$ cat src/rtl/rffe_gpio_sequencer_pkg.sv
// Shared definitions for the RFFE GPIO sequencer.
// Op codes, PIO register offsets, response codes and FSM states.
package rffe_gpio_pkg;

   typedef enum logic [2:0] {
      OP_WRITE = 3'd0,
      OP_READ  = 3'd1,
      OP_SET   = 3'd2,
      OP_CLEAR = 3'd3,
      OP_POLL  = 3'd4
   } op_e;

   localparam int REG_DATA     = 0;
   localparam int REG_IRQ_MASK = 2;
   localparam int REG_SET      = 4;
   localparam int REG_CLEAR    = 5;

   typedef enum logic [1:0] {
      ERR_OK      = 2'd0,
      ERR_TIMEOUT = 2'd1,
      ERR_ILLEGAL = 2'd2
   } err_e;

   typedef enum logic [2:0] {
      S_IDLE,
      S_WR,
      S_RD_ADDR,
      S_RD_WAIT,
      S_GAP,
      S_RSP
   } state_e;

endpackage

$ cat src/rtl/rffe_gpio_sequencer.sv
// Avalon-MM initiator issuing single GPIO PIO commands
// (write/read/set/clear/poll) on behalf of RF control logic.
module rffe_gpio_sequencer
   import rffe_gpio_pkg::*;
#(
   parameter int DATA_W   = 32,
   parameter int ADDR_W   = 3,
   parameter int POLL_MAX = 1024,
   parameter int POLL_GAP = 0
) (
   input  logic              clk,
   input  logic              reset,
   input  logic              cmd_valid,
   output logic              cmd_ready,
   input  logic [2:0]        cmd_op,
   input  logic [ADDR_W-1:0] cmd_addr,
   input  logic [DATA_W-1:0] cmd_data,
   input  logic [DATA_W-1:0] cmd_mask,
   output logic              rsp_valid,
   output logic [DATA_W-1:0] rsp_data,
   output logic [1:0]        rsp_err,
   output logic [ADDR_W-1:0] m_address,
   output logic              m_chipselect,
   output logic              m_write_n,
   output logic [DATA_W-1:0] m_writedata,
   input  logic [DATA_W-1:0] m_readdata
);

   localparam logic [15:0] PMAX = 16'(POLL_MAX);
   localparam logic [7:0] GAP_LAST =
      (POLL_GAP > 0) ? 8'(POLL_GAP - 1) : 8'd0;

   state_e state_q, state_d;

   logic [2:0]        op_q;
   logic [ADDR_W-1:0] addr_q;
   logic [DATA_W-1:0] data_q;
   logic [DATA_W-1:0] mask_q;
   logic [15:0]       poll_q;
   logic [7:0]        gap_q;
   logic [DATA_W-1:0] rsp_data_q;
   logic [1:0]        rsp_err_q;

   logic              accept;
   logic              legal;
   logic              is_rd;
   logic              hit;
   logic              done;
   logic [ADDR_W-1:0] wr_addr;

   assign accept = cmd_valid && (state_q == S_IDLE);
   assign legal  = (cmd_op <= OP_POLL);
   assign is_rd  = (cmd_op == OP_READ) || (cmd_op == OP_POLL);
   assign hit    = ((m_readdata ^ data_q) & mask_q) == '0;
   assign done   = (op_q != OP_POLL) || hit || (poll_q == PMAX);

   assign cmd_ready = (state_q == S_IDLE);
   assign rsp_valid = (state_q == S_RSP);
   assign rsp_data  = rsp_data_q;
   assign rsp_err   = rsp_err_q;

   always_comb begin
      state_d = state_q;
      unique case (state_q)
         S_IDLE: begin
            if (accept) begin
               if (!legal)
                  state_d = S_RSP;
               else if (is_rd)
                  state_d = S_RD_ADDR;
               else
                  state_d = S_WR;
            end
         end
         S_WR:      state_d = S_RSP;
         S_RD_ADDR: state_d = S_RD_WAIT;
         S_RD_WAIT: begin
            if (done)
               state_d = S_RSP;
            else if (POLL_GAP > 0)
               state_d = S_GAP;
            else
               state_d = S_RD_ADDR;
         end
         S_GAP: begin
            if (gap_q == GAP_LAST)
               state_d = S_RD_ADDR;
         end
         S_RSP:   state_d = S_IDLE;
         default: state_d = S_IDLE;
      endcase
   end

   // SET/CLEAR always target the PIO's bit-set/bit-clear registers
   always_comb begin
      wr_addr = addr_q;
      unique case (1'b1)
         op_q == OP_SET:   wr_addr = ADDR_W'(REG_SET);
         op_q == OP_CLEAR: wr_addr = ADDR_W'(REG_CLEAR);
         default:          wr_addr = addr_q;
      endcase
   end

   always_comb begin
      m_chipselect = 1'b0;
      m_write_n    = 1'b1;
      m_address    = '0;
      m_writedata  = '0;
      unique case (state_q)
         S_WR: begin
            m_chipselect = 1'b1;
            m_write_n    = 1'b0;
            m_address    = wr_addr;
            m_writedata  = data_q;
         end
         S_RD_ADDR, S_RD_WAIT: begin
            m_chipselect = 1'b1;
            m_address    = addr_q;
         end
         default: ;
      endcase
   end

   always_ff @(posedge clk) begin
      if (reset) begin
         state_q    <= S_IDLE;
         op_q       <= '0;
         addr_q     <= '0;
         data_q     <= '0;
         mask_q     <= '0;
         poll_q     <= '0;
         gap_q      <= '0;
         rsp_data_q <= '0;
         rsp_err_q  <= ERR_OK;
      end else begin
         state_q <= state_d;
         unique case (state_q)
            S_IDLE: begin
               if (accept) begin
                  op_q   <= cmd_op;
                  addr_q <= cmd_addr;
                  data_q <= cmd_data;
                  mask_q <= cmd_mask;
                  poll_q <= 16'd1;
                  gap_q  <= '0;
                  if (!legal) begin
                     rsp_data_q <= '0;
                     rsp_err_q  <= ERR_ILLEGAL;
                  end
               end
            end
            S_WR: begin
               rsp_data_q <= '0;
               rsp_err_q  <= ERR_OK;
            end
            S_RD_WAIT: begin
               if (done) begin
                  rsp_data_q <= m_readdata;
                  rsp_err_q  <= (op_q == OP_POLL && !hit)
                                ? ERR_TIMEOUT : ERR_OK;
               end else begin
                  poll_q <= poll_q + 16'd1;
                  gap_q  <= '0;
               end
            end
            S_GAP:   gap_q <= gap_q + 8'd1;
            default: ;
         endcase
      end
   end

endmodule

$ cat config.mk
export PLATFORM = sky130hd
export DESIGN_NAME = rffe_gpio_sequencer
export DESIGN_NICKNAME = d
export VERILOG_FILES = /design/src/rtl/rffe_gpio_sequencer_pkg.sv /design/src/rtl/rffe_gpio_sequencer.sv
export SDC_FILE = /design/constraint.sdc
export NUM_CORES = 1
export LEC_CHECK = 0
export CORE_MARGIN = 5
export CORE_UTILIZATION = 45
export DETAILED_ROUTE_END_ITERATION = 7
export GPL_TIMING_DRIVEN = 0
export PLACE_DENSITY = 0.78
export SLEW_MARGIN = 10
export SYNTH_ARGS = -nofsm -noshare
export SYNTH_HDL_FRONTEND = slang
export SYNTH_SLANG_ARGS = --single-unit
export TNS_END_PERCENT = 10
$ cat constraint.sdc
create_clock -name clk -period 2.5 [get_ports clk]
set_clock_uncertainty 0.05 [all_clocks]
set_input_delay 0.625 -clock clk [delete_from_list [all_inputs] [get_ports clk]]
set_output_delay 0.625 -clock clk [all_outputs]
set_load 0.01 [all_outputs]
==> results.py <==
metrics = {
    "sta": {
        "rsz0062_at_grt": "true",
        "drv_slew": 0,
        "relSlewSlack_pct": 60.8,
        "hold_violations": 0,
        "period_needed_ns": 2.53,
        "max_freq_mhz": 395,
        "tightest_slew_ns": 0.588,
        "post-route-period-util_pct": 101,
        "finalSetupViolCount": 24,
        "hold_ws_ns": 0.408,
        "setup_ws_ns": -0.0338,
    },
    "drt": {
        "drt_iter0_markers": 464,
        "drc": 0,
        "wl_per_cell_um": 18.2,
        "antenna_left": 0,
        "via_per_inst": 5.51,
        "drt_pass1_iterations": 7,
        "wirelength_um": 19500,
        "vias": 5882,
    },
    "clock_tree": {
        "clk_pin_slew_worst_paths_ns": 0.06,
        "ctsHoldBuffers": 0,
        "cts_buffers": 17,
        "cts-root-buf": "clkbuf_16",
        "cts.path.max_buffers": 2,
        "cts_tree": "built",
        "clock_latency_ns": 0.42,
        "clock_sinks": 131,
        "cts-htree-levels": 4,
    },
    "synth": {
        "yosysWarnings": 0,
        "synth_common_cells": "nand2_1 (156), dfxtp_1 (131), a21oi_1 (86)",
        "synth_fa_ha_area_share_pct": 0.888,
        "synth_top_family_by_area": "simple AND/OR/NAND/NOR gates",
        "yosysMostFrequentCell": "nand2_1",
        "synth-xor-area-share_pct": 5.60,
        "ys_ff_latch": 131,
        "ys.flop_type": "dfxtp_1",
        "yosys.area.top_type": "dfxtp_1",
        "synth_top_area_share_pct": 46.5,
        "yosys.area_share.simple_pct": 23.2,
        "ys_types": 45,
        "syn_inst": 674,
        "synth.area.mux_share_pct": 0.533,
        "synthArstFlopShare_pct": 0,
        "synth-seq-area-share_pct": 46.5,
        "synth_edf_count": 0,
        "syn_area_mm2": 0.00564,
        "syn_avg_cell_area_um2": 8.36,
        "synth_fp_nets": 783,
        "ys_top_cells_by_area": "dfxtp_1 (47%), nand2_1 (10%), a21oi_1 (7.6%), a22o_1 (5.0%), xor2_1 (5.0%)",
        "synth_compound_area_share_pct": 19.4,
    },
    "worst_setup_path": {
        "slowest_stage": "nor4_4",
        "cpPeakStageDelay_ns": 0.37,
        "rrSetupSlack_ns": -0.03,
        "end_kind": "flop",
        "critPathLaunchType": "input port",
        "cp.required_ns": 2.76,
        "worstPathArrival_ns": 2.79,
        "crit_fanout": 10,
        "crit_chain": "clkdlybuf4s15_1 > xor2_1 > a22oi_1 > nand4_1 > nor4_4 > buf_4 > or2_4 > a21oi_4 > buf_6 > buf_8 > a22o_1",
        "crit_type": "in2reg",
    },
    "final_layout": {
        "regArea_mm2": 0.00263,
        "area_delta_synth_final_pct": 54.1,
        "nFillCells": 873,
        "nNetsFinal": 995,
        "multi_input_area_mm2": 0.00299,
        "drive_gt1_share_pct": 16.1,
        "antennaDiodeCount": 0,
    },
    "global_routing": {
        "antenna_found_initial": 0,
        "grt_pass1_vias": 5629,
        "grt_pass1_wl_um": 28900,
        "grt_max_degree": 17,
        "grt_overflow_total": 0,
        "track_usage_pct": 24.9,
    },
    "floorplanning": {
        "start_util_pct": 46.3,
        "core_area_mm2": 0.0122,
        "pin_count": 178,
        "dieHeight_um": 122,
        "rows": 40,
        "die_x_um": 122,
        "die-area_mm2": 0.0149,
    },
    "flow_run": {
        "drv_cap": 0,
    },
    "power": {
        "peakVddDrop_mv": 0.608,
        "p_per_area_mw_per_mm2": 975,
        "p_leak_nw": 3.71,
        "power_mw": 8.47,
    },
    "placement": {
        "place_congestion": 0.917,
        "hpwl_um": 13700,
        "portBuffers": 177,
    },
    "worst_hold_path": {
        "min_path_type": "reg2reg",
    },
    "status": {
        "run_status": "finished, violations left",
        "failed_checks": "negative setup slack",
    },
}
## flip-flops by register name, indices dropped and copies added (netlist names)
register  count
op_q          3
rsp_err       2
rsp_data     32
addr_q        3
poll_q       16
state_q       3
data_q       32
mask_q       32
gap_q         8
## worst max-delay path, delay by kind of cell
family          cells  cell delay, ns
compound gates      3            0.49
simple gates        3            0.75
xor+xnor            1            0.19
buf+inv             4            0.72
## per-stage QoR
stage                     cells  setup TNS [ns]  instance area (um2)  util [%]  worst slack (ns)
after floorplan             674               0                 5640         -             0.106
after global placement     1019          -74.65                 7620      62.6             -1.09
after detailed placement   1019          -79.24                 7620      62.6             -1.12
after CTS                  1063           -4.89                 8420      69.3            -0.154
after global routing       1067           -2.53                 8680      71.4           -0.0995
final                      1067          -0.402                 8680      71.4           -0.0338
## final cells by class
type                            instances  area share (%)
Tap cell                              168            2.42
Sequential cell                       131            30.3
Multi-Input combinational cell        491            34.5
Buffer                                 42            3.66
Inverter                               10           0.432
Timing Repair Buffer                  193            21.1
Clock buffer                           19            5.22
Clock inverter                         13            2.36
## path summary, 6_finish.rpt
check / from / to / depth (start not counted)
worst max-delay path: m_readdata[29] / rsp_data[3]$_SDFFE_PP0P_ / 11
worst min-delay path: mask_q[21]$_SDFFE_PP0P_ / mask_q[21]$_SDFFE_PP0P_ / 2
worst max register to register: data_q[24]$_SDFFE_PP0P_ / rsp_data[3]$_SDFFE_PP0P_ / 10
worst min register to register: mask_q[21]$_SDFFE_PP0P_ / mask_q[21]$_SDFFE_PP0P_ / 2
## layer usage
metal	up-vias	share of wire, %	GRT usage [%]
met4	0	3.7	10.5
met5	-	0	0
met3	56	8.5	5.57
met2	296	48	41.5
met1	2789	40	31.0
li1	2741	-	-
## power by group
part,internal [mW],switching [mW]
clock network,1.82,0.959
logic,1.30,1.71
registers,2.41,0.264
total,5.53,2.93
## timing repair
action / 4_1_cts / 5_1_grt
setup endpoints to repair: 108 / 90
pin swaps: 10 / 43
resized for setup: 181 / 78
gates cloned: 2 / 1
setup buffers: 10 / 3
## cell families (layout without fill, tap and decap cells)
kind of cell | Yosys count | in the layout
and+or+nand+nor | 277 | 277
buffers and inverters | 52 | 277
adders and majority gates | 4 | 4
xor gates and xnor gates | 36 | 36
AOI/OAI and AO/OA | 171 | 171
DFF | 131 | 131
muxes | 3 | 3
## placed cells by master (no fill, tap or decap), types with 7 or more instances in the layout
cell type / n
inv_1: 10
clkbuf_16: 19
nand4_1: 8
and2_1: 31
and3_1: 9
buf_2: 27
a22o_1: 32
buf_4: 9
a22oi_1: 10
clkdlybuf4s50_1: 110
xor2_1: 24
nor2_1: 24
clkbuf_1: 24
o21ai_0: 8
xor2_2: 8
dfxtp_1: 125
nand2_1: 156
a21oi_1: 83
nor3_1: 7
buf_6: 15
dlymetal6s2s_1: 26
Note: power is estimated with default switching activity, not from simulation.
